$ cat config.mk
export PLATFORM = sky130hd
export DESIGN_NAME = axi_sram_adapter
export DESIGN_NICKNAME = d
export VERILOG_FILES = /design/src/rtl/axi_sram_adapter.sv
export SDC_FILE = /design/constraint.sdc
export NUM_CORES = 1
export LEC_CHECK = 0
export CORE_AREA = 2 2 114 116
export DETAILED_ROUTE_END_ITERATION = 6
export DIE_AREA = 0 0 116 118
export HOLD_SLACK_MARGIN = 0.05
export PLACE_DENSITY = 0.94
export SYNTH_ARGS = -nofsm -noshare
export SYNTH_HDL_FRONTEND = slang
export SYNTH_SLANG_ARGS = --single-unit
$ cat constraint.sdc
create_clock -name clk -period 7.3 [get_ports clk]
set_input_delay 2.19 -clock clk [delete_from_list [all_inputs] [get_ports clk]]
set_output_delay 2.19 -clock clk [all_outputs]
set_load 0.1 [all_outputs]
$ cat src/rtl/axi_sram_adapter.sv
// AXI burst slave that turns write/read bursts into single-beat accesses on a
// synchronous single-port SRAM, one burst at a time, with round-robin aw/ar arbitration.
module axi_sram_adapter #(
  parameter int ADDR_WIDTH     = 32,
  parameter int DATA_WIDTH     = 32,
  parameter int MEM_ADDR_WIDTH = 16
) (
  input  logic                      clk,
  input  logic                      reset,
  input  logic [ADDR_WIDTH-1:0]     awaddr,
  input  logic [7:0]                awlen,
  input  logic                      awvalid,
  output logic                      awready,
  input  logic [DATA_WIDTH-1:0]     wdata,
  input  logic                      wlast,
  input  logic                      wvalid,
  output logic                      wready,
  output logic                      bvalid,
  input  logic                      bready,
  input  logic [ADDR_WIDTH-1:0]     araddr,
  input  logic [7:0]                arlen,
  input  logic                      arvalid,
  output logic                      arready,
  output logic [DATA_WIDTH-1:0]     rdata,
  output logic                      rlast,
  output logic                      rvalid,
  input  logic                      rready,
  output logic [MEM_ADDR_WIDTH-1:0] mem_addr,
  output logic [DATA_WIDTH-1:0]     mem_wdata,
  output logic                      mem_we,
  output logic                      mem_re,
  input  logic [DATA_WIDTH-1:0]     mem_rdata
);
  localparam int SHIFT = $clog2(DATA_WIDTH / 8);

  typedef enum logic [1:0] {IDLE, WRITE, WRESP, READ} state_t;

  state_t                    state_reg, state_next;
  logic [MEM_ADDR_WIDTH-1:0] addr_reg, addr_next;
  logic [8:0]                issue_left_reg, issue_left_next;
  logic [8:0]                rx_left_reg, rx_left_next;
  logic                      last_wr_reg, last_wr_next;
  logic                      inflight_reg;
  logic [1:0]                fifo_cnt_reg, fifo_cnt_next;
  logic                      wr_ptr_reg, rd_ptr_reg;
  logic [DATA_WIDTH-1:0]     fifo_mem [2];

  logic                      grant_wr, grant_rd, push, pop;
  logic [1:0]                occ;
  logic [ADDR_WIDTH-1:0]     aw_word, ar_word;
  logic                      unused_bits;

  assign aw_word     = awaddr >> SHIFT;
  assign ar_word     = araddr >> SHIFT;
  assign unused_bits = ^{wlast, aw_word, ar_word};

  // Data for a read issued last cycle is on mem_rdata now.
  assign push   = inflight_reg;
  assign rvalid = (fifo_cnt_reg != 2'd0);
  assign pop    = rvalid && rready;
  assign rdata  = fifo_mem[rd_ptr_reg];
  assign rlast  = rvalid && (rx_left_reg == 9'd1);
  // Counting the slot freed by this cycle's pop keeps back-to-back reads flowing.
  assign occ    = fifo_cnt_reg + {1'b0, inflight_reg} - {1'b0, pop};

  assign mem_addr  = addr_reg;
  assign mem_wdata = wdata;

  always_comb begin
    state_next      = state_reg;
    addr_next       = addr_reg;
    issue_left_next = issue_left_reg;
    rx_left_next    = rx_left_reg;
    last_wr_next    = last_wr_reg;
    awready         = 1'b0;
    arready         = 1'b0;
    wready          = 1'b0;
    bvalid          = 1'b0;
    mem_we          = 1'b0;
    mem_re          = 1'b0;
    grant_wr        = awvalid && (!arvalid || !last_wr_reg);
    grant_rd        = arvalid && !grant_wr;
    case (state_reg)
      IDLE: begin
        awready = grant_wr;
        arready = grant_rd;
        if (grant_wr) begin
          state_next      = WRITE;
          addr_next       = aw_word[MEM_ADDR_WIDTH-1:0];
          issue_left_next = {1'b0, awlen} + 9'd1;
          last_wr_next    = 1'b1;
        end else if (grant_rd) begin
          state_next      = READ;
          addr_next       = ar_word[MEM_ADDR_WIDTH-1:0];
          issue_left_next = {1'b0, arlen} + 9'd1;
          rx_left_next    = {1'b0, arlen} + 9'd1;
          last_wr_next    = 1'b0;
        end
      end
      WRITE: begin
        wready = 1'b1;
        if (wvalid) begin
          mem_we          = 1'b1;
          addr_next       = addr_reg + 1'b1;
          issue_left_next = issue_left_reg - 9'd1;
          if (issue_left_reg == 9'd1) state_next = WRESP;
        end
      end
      WRESP: begin
        bvalid = 1'b1;
        if (bready) state_next = IDLE;
      end
      READ: begin
        if (issue_left_reg != 9'd0 && occ < 2'd2) begin
          mem_re          = 1'b1;
          addr_next       = addr_reg + 1'b1;
          issue_left_next = issue_left_reg - 9'd1;
        end
        if (pop) begin
          rx_left_next = rx_left_reg - 9'd1;
          if (rx_left_reg == 9'd1) state_next = IDLE;
        end
      end
      default: state_next = IDLE;
    endcase
  end

  always_comb begin
    fifo_cnt_next = fifo_cnt_reg;
    case ({push, pop})
      2'b10:   fifo_cnt_next = fifo_cnt_reg + 2'd1;
      2'b01:   fifo_cnt_next = fifo_cnt_reg - 2'd1;
      default: fifo_cnt_next = fifo_cnt_reg;
    endcase
  end

  always_ff @(posedge clk) begin
    if (reset) begin
      state_reg      <= IDLE;
      addr_reg       <= '0;
      issue_left_reg <= '0;
      rx_left_reg    <= '0;
      last_wr_reg    <= 1'b0;
      inflight_reg   <= 1'b0;
      fifo_cnt_reg   <= '0;
      wr_ptr_reg     <= 1'b0;
      rd_ptr_reg     <= 1'b0;
    end else begin
      state_reg      <= state_next;
      addr_reg       <= addr_next;
      issue_left_reg <= issue_left_next;
      rx_left_reg    <= rx_left_next;
      last_wr_reg    <= last_wr_next;
      inflight_reg   <= mem_re;
      fifo_cnt_reg   <= fifo_cnt_next;
      if (push) wr_ptr_reg <= ~wr_ptr_reg;
      if (pop)  rd_ptr_reg <= ~rd_ptr_reg;
    end
  end

  // Storage needs no reset: an entry is only read after being written.
  always_ff @(posedge clk) begin
    if (push) fifo_mem[wr_ptr_reg] <= mem_rdata;
  end
endmodule
# Word level (Yosys, flattened, before mapping)
# Memory sizes are Yosys's and may differ from the RTL's. A register that Yosys moved wholly into a read port is not among the register bits.
# Index checks and enable logic that the tools add are counted.
dict set report op_classes {
  add_sub_neg 9
  mul 0
  div 0
  n_lt_le_gt_ge 1
  eq_ne 16
  shift 0
  muxes 36
  bitwise 2
  reduce_logical 20
}
# cell n
set ops {}
lappend ops {{$mux 16} 4}
lappend ops {{$mux 9} 6}
lappend ops {{$pmux 16 s3} 1}
lappend ops {{$pmux 9 s3} 1}
lappend ops {{$add 8x1->9 const B} 2}
lappend ops {{$eq 9x1->1 const B} 2}
lappend ops {{$pmux 9 s2} 1}
lappend ops {{$sub 9x1->9 const B} 2}
lappend ops {{$add 16x1->16 const B} 1}
lappend ops {{$ne 2x2->1 const B} 8}
lappend ops {{$mux 1} 14}
lappend ops {{$mux 2} 7}
lappend ops {{$reduce_bool 9->1} 1}
lappend ops {{$pmux 2 s4} 1}
lappend ops {{$reduce_and 4->1} 2}
lappend ops {{$reduce_bool 2->1} 4}
lappend ops {{$eq 2x2->1 const B} 3}
lappend ops {{$reduce_and 6->1} 1}
lappend ops {{$logic_and 1x1->1} 5}
lappend ops {{$eq 2x1->1 const B} 2}
lappend ops {{$pmux 2 s2} 1}
lappend ops {{$logic_not 1->1} 3}
lappend ops {{$ne 3x3->1 const B} 1}
lappend ops {{$reduce_bool 3->1} 1}
lappend ops {{9 further kinds} 10}
dict set report totals {
  register_bits 42
  latchBits 0
  mem_bits_rw 64
  mem_bits_ro 0
  out_inout_bits 88
  memories 1
}
# memory words width rd rd_clocked_by_memory_dff wr line_no
set mem_list {}
lappend mem_list {fifo_mem 2 32 1 1 1 46} ;# logic [DATA_WIDTH-1:0] fifo_mem [2];

# Depth between registers and ports, before layout
dict set report depth {
  depth_word 8
  ltp_mapped 8
}

# Worst setup path before layout
# OpenSTA, ideal clock, no wires.
dict set report synth_timing {
  path_type {input to output}
  startpoint {input awvalid}
  endpoint {output awready}
  arrival_ns 4.750
  slack_ns 0.360
  stages 4
  path_buffers 2
  cell_sequence {a21bo_1 -> buf_2 -> clkbuf_1 -> nor3_1}
}
dict set report synth_between {
  elab_chain_cells 2
}
# item line_no
set synth_rtl {}
lappend synth_rtl {{start, declared} 12} ;# input logic awvalid,
lappend synth_rtl {{$logic_and 1x1->1} 81} ;# grant_wr = awvalid && (!arvalid || !last_wr_reg);
lappend synth_rtl {{$mux 1} 83} ;# case (state_reg)
lappend synth_rtl {{end, declared} 13} ;# output logic awready,
# No other way between the ends.

# Worst setup path after layout
dict set report layout_timing {
  startpoint {input arvalid}
  endpoint {output arready}
}
dict set report layout_between {
  elab_chain_cells 6
}
# item line_no
set layout_rtl {}
lappend layout_rtl {{start, declared} 22} ;# input logic arvalid,
lappend layout_rtl {{$logic_not 1->1} 81}
lappend layout_rtl {{$logic_or 1x1->1} 81}
lappend layout_rtl {{$logic_and 1x1->1} 81}
lappend layout_rtl {{$logic_not 1->1} 82} ;# grant_rd = arvalid && !grant_wr;
lappend layout_rtl {{$logic_and 1x1->1 *} 82}
lappend layout_rtl {{$mux 1 *} 83}
lappend layout_rtl {{end, declared} 23} ;# output logic arready,
# Every way passes the cells marked *; elsewhere a longest branch is shown, timed or not.

==> flow_summary.json <==
{
  "finalMaxSlewViolations": 0,
  "antenna-diode-count": 0,
  "setup.worst_path.end_class": "output pin",
  "core.rowCount": 41,
  "top_register": "fifo_mem",
  "synth_top_area_share_pct": 33.4,
  "synth_enable_flop_cells": 64,
  "first_global_vias": 4705,
  "fmax_mhz": 167,
  "finish.instance_area_mm2": 0.00733,
  "fill_cells": 1027,
  "rsz0062_at_grt": "false",
  "synth_common_cells": "edfxtp_1, nand2_1, dfxtp_1",
  "skew_ns": 0.00928,
  "nets": 821,
  "final-hold-violation-count": 0,
  "drc": 0,
  "cp_max_fo": 5,
  "synth.area.top_cells": "edfxtp_1, dfxtp_1, mux2_2",
  "port-buffer-count": 142,
  "yosysSeqAreaShare_pct": 48.4,
  "num_vias": 4979,
  "synthesis.area_mm2": 0.00575,
  "place_congestion": 0.961,
  "fin_util_pct": 59.0,
  "die_x_um": 116,
  "post-route-period-util_pct": 82.2,
  "cts_buffers": 9,
  "cp-start-kind": "input pin",
  "clockBufferDepth": 2,
  "cts_max_level": 3,
  "place_area_mm2": 0.00706,
  "ys.warnings.count": 0,
  "setup_violations": 0,
  "synth.avg_cell_area_um2": 10.2,
  "antenna_found_initial": 0,
  "syn-num-nets": 725,
  "clkTransAtPathRegs_ns": 0.07,
  "synthMostInstantiatedCell": "edfxtp_1",
  "pin_count": 240,
  "die_area_mm2": 0.0137,
  "netlist_instances": 565,
  "grt_pass1_wl_um": 23700,
  "tns_ns": 0,
  "fin_crit_ns": 6.00,
  "hold_class": "reg2reg",
  "first_pass_iters": 5,
  "synth_seq_cells": 107,
  "dpl.hpwl_um": 10700,
  "ys_types": 66,
  "clk_latency_ns": 0.34,
  "power_leakage_nw": 2.51,
  "grt_max_degree": 42,
  "cts.sinks": 107,
  "cts_root_buf": "clkbuf_16",
  "critPathMaxStageDelay_ns": 0.56,
  "cp.arrival_ns": 3.81,
  "grt_overflow": 0,
  "cp_slowest_cell": "clkdlybuf4s50_1",
  "drive_above_1_share_pct": 11.9,
  "grtUsageTotal_pct": 21.6,
  "powerDensity_mw_per_mm2": 228,
  "worst-setup-path-type": "in2out",
  "largest_register_ff_count": 64,
  "cts_setup_buffers": 0,
  "async_reset_ff_share_pct": 0,
  "worstPathRequired_ns": 5.11,
  "die_h_um": 118,
  "drt_iter0_markers": 541,
  "start_util_pct": 46.3,
  "worst_slew_pin_slew_ns": 1.04,
  "status": "finished clean",
  "fp.coreArea_mm2": 0.0124,
  "p_total_mw": 1.67,
  "maxCapViolations": 0,
  "cts_tree": "built",
  "cts-resized-gates": 0,
  "path_cells": "clkdlybuf4s50_1 -> or3b_4 -> nor2_2 -> buf_4",
  "hold_buffers": 0,
  "wl_per_cell_um": 17.9,
  "peakVddDrop_v": 0.000141,
  "post-synth-top-area-cell": "edfxtp_1",
  "antenna_left": 0,
  "routed_wirelength_um": 15000,
  "relSlewSlack_pct": 30.7,
  "synth_ff_type": "edfxtp_1",
  "area_delta_synth_final_pct": 27.4,
  "avgViaCountPerCell": 5.94
}
[placed cells by master, fill, tap and decap left out, types with 13 or more instances in the layout]
| master | netlist | final |
|---|---|---|
| a21oi_1 | 42 | 42 |
| a31oi_1 | 19 | 19 |
| and3_1 | 13 | 13 |
| clkdlybuf4s50_1 | 0 | 138 |
| dfxtp_1 | 43 | 43 |
| edfxtp_1 | 64 | 64 |
| inv_1 | 14 | 14 |
| mux2_2 | 34 | 34 |
| nand2_1 | 48 | 48 |
| nand3_1 | 20 | 20 |
| nor2_1 | 32 | 32 |
| nor3_1 | 15 | 15 |
| o21ai_0 | 19 | 19 |
[worst max-delay path: cells and delay by family]
family | cells | cell delay (ns)
buf+inv | 2 | 0.91
simple gates | 2 | 0.70
[where the power goes]
| part | switching, mW | leakage (nW) | internal [mW] |
|---|---|---|---|
| sequential | 0.0434 | 0.929 | 0.673 |
| clock | 0.215 | 0.131 | 0.230 |
| combinational | 0.337 | 1.45 | 0.167 |
[metrics by stage]
stage	hold WS (ns)	cells	setup slack, ns
floorplan	0.445	565	0.360
global placement	0.456	822	1.36
detailed placement	0.473	822	1.32
CTS	0.484	838	1.30
global route	0.503	838	1.23
finish	0.488	838	1.30
[layout make-up]
cell class	count	area (µm²)	area share, %
clock buffers	9	225	3.07
repair buffers	148	1460	19.9
flip-flops and latches	107	2780	38.0
multi-input cells	378	2540	34.7
inverters	17	63.8	0.871
well taps	172	215	2.94
clock inverters	7	42.5	0.581
[per-layer routing]
metal	vias to the layer above	track usage, %	share of wire (%)
met5	-	0	0
met4	0	6.40	2.0
met3	31	6.02	10
met2	339	36.0	48
met1	2321	27.1	39
li1	2288	-	-
[cell families (layout without fill, tap and decap cells)]
family | Yosys count | count (layout) | share of synthesized area [%]
xor gates and xnor gates | 12 | 12 | 1.83
adders and majority gates | 8 | 8 | 1.74
buffers and inverters | 80 | 181 | 7.60
and+or+nand+nor | 174 | 174 | 16.3
muxes | 38 | 38 | 7.36
DFF | 107 | 107 | 48.4
AOI/OAI and AO/OA | 146 | 146 | 16.8
[worst paths after layout]
kind,from,end,slack [ns],cells past startpoint
worst max register to register,state_reg[0]$_SDFFE_PP0P_,mem_addr[3]$_SDFFE_PP0P_,4.77,5
worst max-delay path,arvalid,arready,1.30,4
worst min-delay path,rx_left_reg[6]$_SDFFE_PP0P_,rx_left_reg[6]$_SDFFE_PP0P_,0.49,2
worst min register to register,rx_left_reg[6]$_SDFFE_PP0P_,rx_left_reg[6]$_SDFFE_PP0P_,0.49,2
Power figures use the tool's default switching activity.
